==> src/rtl/vector_sequencer.sv <==
// Walks the input vector space and times the settle window ahead of each sample.
// The settle counter runs 1..SETTLE_CYCLES; the vector only moves on a sample cycle.
module vector_sequencer #(
  parameter int N_INPUTS      = 2,
  parameter int SETTLE_CYCLES = 1
) (
  input  logic                clk,
  input  logic                reset,
  input  logic                load,
  input  logic                in_settle,
  input  logic                in_sample,
  output logic [N_INPUTS-1:0] vec,
  output logic                settle_done,
  output logic                sample_strobe,
  output logic                last_vec
);

  localparam int CW = (SETTLE_CYCLES < 1) ? 1 : $clog2(SETTLE_CYCLES + 1);

  logic [CW-1:0] settle_cnt;

  assign settle_done   = in_settle && (settle_cnt == CW'(SETTLE_CYCLES));
  assign sample_strobe = in_sample;
  assign last_vec      = (vec == {N_INPUTS{1'b1}});

  always_ff @(posedge clk) begin
    if (reset) begin
      vec        <= '0;
      settle_cnt <= CW'(1);
    end else if (load) begin
      vec        <= '0;
      settle_cnt <= CW'(1);
    end else if (in_sample) begin
      // Next vector is presented on SETTLE entry; the last one holds into DONE.
      settle_cnt <= CW'(1);
      if (!last_vec) vec <= vec + N_INPUTS'(1);
    end else if (in_settle && !settle_done) begin
      settle_cnt <= settle_cnt + CW'(1);
    end
  end

endmodule

==> config.mk <==
export PLATFORM = sky130hd
export DESIGN_NAME = vector_sequencer
export DESIGN_NICKNAME = d
export VERILOG_FILES = /design/src/rtl/vector_sequencer.sv
export SDC_FILE = /design/constraint.sdc
export NUM_CORES = 1
export LEC_CHECK = 0
export ABC_AREA = 1
export BUFFER_PORTS_ARGS = -buffer_cell sky130_fd_sc_hd__buf_4
export CAP_MARGIN = 0
export CORE_AREA = 2 2 39 41
export CTS_CLUSTER_DIAMETER = 100
export DETAILED_ROUTE_END_ITERATION = 6
export DIE_AREA = 0 0 41 43
export PLACE_DENSITY_LB_ADDON = 0.25
export SETUP_SLACK_MARGIN = 0.15
export SLEW_MARGIN = 20
export SYNTH_ARGS = -nofsm -noshare
export SYNTH_HDL_FRONTEND = slang
export SYNTH_SLANG_ARGS = --single-unit
==> constraint.sdc <==
create_clock -name clk -period 1.54 [get_ports clk]
set_input_delay 0.231 -clock clk [delete_from_list [all_inputs] [get_ports clk]]
set_output_delay 0.231 -clock clk [all_outputs]
set_load 0.01 [all_outputs]
==> qor_table.md <==
| Group | Parameter | Reported |
|:---|:---|:---|
| layout | Seq. cell area | 60.06 sq um |
| logic synthesis | Part of the Yosys area used for sequential elements | 40.00% |
| logic synthesis | Number of enable-type register cells in the synthesized netlist | 0 |
| clock network | Clock Pin Slew Worst Setup and Hold Paths | 40 ps |
| grt | GRT Overall Usage | 5.316% |
| job | Number of max-cap violations | 0 |
| logic synthesis | Flop and latch count out of synthesis | 3 |
| critical path | Slowest stage cell on the critical path | sky130_fd_sc_hd__dfxtp_1 |
| critical path | Worst path arrival time | 960 ps |
| logic synthesis | Post-synthesis cell type count | 9 |
| placement | Final estimated routing congestion in global placement | 0.4940 |
| critical path | Setup Crit Path Kind | reg -> out |
| critical path | Worst flop-to-flop path startpoint | vec[0] |
| clock network | CTS buffer count | 3 |
| sta | Relative slew slack | 87.10% |
| placement | Input/output buffers | 9 |
| logic synthesis | Post-synthesis net count | 28 |
| pwr | Power, Total | 0.2507 mW |
| die | Total Die Area | 1763 sq um |
| drt | Routed wl met2 | 165 um |
| logic synthesis | Share of the synthesized area in compound gates (AO/OA/AOI/OAI) | 0% |
| logic synthesis | Most frequently used cell type in the post-synthesis netlist | sky130_fd_sc_hd__nor2_1 |
| die | Initial core utilization | 10.85% |
| sta | Slew of the pin with the lowest slew margin | 192.7 ps |
| status | Status | finished clean |
| grt | Overflow after GRT | 0 |
| layout | Area of the multi-input gates | 67.56 sq um |
| critical path | Largest incremental delay on the critical path | 370 ps |
| clock network | Clock Tree Root | sky130_fd_sc_hd__clkbuf_4 |
| logic synthesis | Post-synthesis adder-cell area fraction | 8.333% |
| grt | Global-route wire length before repair | 489 um |
| layout | Area overhead of the layout relative to synthesis | 70.83% |
| logic synthesis | Largest area contributor in the netlist | sky130_fd_sc_hd__dfxtp_1 |
| clock network | Clock tree from TritonCTS | built |
| critical path | Critical path endpoint category | output pin |
| clock network | Post-CTS setup repair buffer count | 0 |
| layout | Fill count | 161 |
| logic synthesis | Share of cell area taken by muxes after synthesis | 0% |
| critical path | Sequence of cells on the critical path | ha_1 > buf_4 |
| critical path | Critical Path Start Type | flop |
| logic synthesis | Synthesized area per cell | 6.825 sq um |
| layout | Final #Nets | 41 |
| drt | Number of violations reported at the end of detailed-routing iteration 0 | 3 |
| drt | Total number of vias | 166 |
| worst hold path | Endpoint of the worst hold path | settle_cnt |
| logic synthesis | Ys async rst share | 0% |
| sta | Total setup violations reported at the end of the flow | 0 |
| placement | Placed wire-length estimate after detailed placement | 269.6 um |
| drt | DRT antenna net count | 0 |
| die | Die boundary height | 43 um |
| drt | Wire length after detailed routing | 330 um |
| critical path | Crit. Startpoint | vec[0] |
| clock network | Clock latency on the worst-skew pair | 230 ps |
| drt | Initial DRT Pass Iterations | 2 |
| critical path | Reg-to-reg critical path endpoint | vec[1] |
| critical path | Slack of the worst reg-to-reg path | 610 ps |
| logic synthesis | Synth top area share | 40.00% |
| logic synthesis | Share of synthesized cell area in and, or, nand and nor gates | 36.67% |
| layout | Fin util | 18.54% |
| die | Core box area | 1384 sq um |
| pwr | Max IR drop VDD | 0.0001884 V |
| clock network | Number of buffers on the longest clock path | 2 |
| sta | Final min period | 1195 ps |
| logic synthesis | Synthesized-area fraction occupied by xor and xnor cells | 0% |
| grt | Via count of the first global-routing pass | 140 |
| sta | Maximum operating frequency | 837.1 MHz |
| layout | Fraction of final layout cells with drive strength greater than 1 | 41.18% |
| critical path | CP max FO | 4 |
| drt | Via density | 3.320 |
| logic synthesis | Main combinational cell family by area after synthesis | simple AND/OR/NAND/NOR gates |
| logic synthesis | Yosys warnings | 0 |
| layout | Antenna fix cells | 0 |
| sta | Number of pins exceeding their max-slew limit in the final report | 0 |
| sta | Fin Clk Skew | 0.09547 ps |
| sta | Final-layout setup total negative slack | 0 ps |
| grt | Antenna violations before repair | 0 |
| logic synthesis | Dominant cells by area after synthesis | sky130_fd_sc_hd__dfxtp_1, sky130_fd_sc_hd__nor2_1, sky130_fd_sc_hd__nand3_1 |
| pwr | Standby leakage power | 0.1334 nW |
| clock network | Number of gates resized after CTS | 0 |
| worst hold path | Worst hold path class | in -> reg |
| drt | DRC violations left | 0 |
| grt | Largest net degree at the start of global routing | 5 |
| logic synthesis | Post-synthesis instance area | 150.1 sq um |
| critical path | Worst Path Required | 1310 ps |
| logic synthesis | Synth Instances | 22 |
| logic synthesis | Predominant post-synthesis flop cell | sky130_fd_sc_hd__dfxtp_1 |
| drt | Routed length on met3 | 36 um |
| critical path | Worst r2r path cells | 5 |
| sta | Share of the clock period used by the worst path | 77.58% |
| sta | Unrepaired setup endpoints after global routing | false |
| drt | Highest Signal Layer | met4 |
| clock network | H-tree levels | 1 |
| sta | Slack of the critical path | 345.3 ps |
| drt | Post-DR wirelength/cell | 6.600 um |
| pwr | Pwr per Cell Area | 977.4 nW/um^2 |
| worst hold path | Worst Hold Path Cells | 3 |
| placement | Worst slack after detailed placement | 587.9 ps |
| die | Horizontal die dimension | 41 um |
| logic synthesis | List of most frequent post-synthesis cells | sky130_fd_sc_hd__nor2_1, sky130_fd_sc_hd__dfxtp_1, sky130_fd_sc_hd__inv_1, sky130_fd_sc_hd__nand2_1, sky130_fd_sc_hd__nand3_1 |
| sta | Final number of hold-violating endpoints | 0 |
| worst hold path | Hold path startpoint | in_settle |
| clock network | Total of hold buffers inserted after clock tree synthesis | 0 |
| clock network | Sinks on the clock net | 3 |
| die | I/O pin total | 10 |
| drt | Met1 Routed Length | 118 um |
| die | Std cell rows | 14 |
## stage by stage
| step | instances | cell area (sq um) | hold slack (ps) |
|---|---|---|---|
| 2_1_floorplan | 22 | 150.1 | 339.8 |
| 4_1_cts | 50 | 256.5 | 207.5 |
| 6_report | 50 | 256.5 | 214.2 |
| 3_5_place_dp | 46 | 230.2 | 448.9 |
| 5_1_grt | 50 | 256.5 | 209.1 |
| 3_3_place_gp | 46 | 230.2 | 456.6 |
## cell type report
class / count / area share [%]
multi-input combinational: 14 / 26.34
sequential: 3 / 23.41
clock buffer: 4 / 10.24
timing repair buffer: 9 / 26.34
tap: 16 / 7.805
inverter: 4 / 5.854
## cell usage in the layout (no fill, tap or decap), drive strengths merged
master | netlist | routed
dfxtp | 3 | 3
buf | 1 | 9
inv | 4 | 4
ha | 1 | 1
nand3 | 3 | 3
nand2 | 3 | 3
clkbuf | 0 | 4
nor2 | 7 | 7
## critical path: cells and delay by family (launching register included)
kind | cells | cell delay, ps
buffers and inverters | 1 | 140
adders and majority gates | 1 | 230
DFF | 1 | 370
## state kept, by name, indices dropped and copies added (netlist names)
| signal | cells |
|---|---|
| settle_cnt | 1 |
| vec | 2 |
## cell families (layout without fill, tap and decap cells)
kind of cell,count (synthesis),count (layout)
and+or+nand+nor,13,13
buffers and inverters,5,17
DFF,3,3
adders and majority gates,1,1
## where the power goes
| group | leakage [nW] | internal (mW) | switching (mW) |
|---|---|---|---|
| combinational | 0.0939 | 0.0179 | 0.0144 |
| sequential | 0.0245 | 0.0806 | 0.00224 |
| clock | 0.0150 | 0.0970 | 0.0386 |
| total | 0.133 | 0.195 | 0.0553 |
## worst max-delay path by stage
stage                to  cells past startpoint
4_1_cts        last_vec                      2
3_3_place_gp   last_vec                      2
3_5_place_dp   last_vec                      2
2_1_floorplan    vec[1]                      5
6_report       last_vec                      2
5_1_grt        last_vec                      2
## layer usage
metal / vias up / GRT usage, %
li1: 90 / -
met1: 69 / 3.526
met2: 5 / 5.625
met3: 2 / 4.712
met4: 0 / 10.00
met5: - / 0
(Power assumes the default switching activity.)
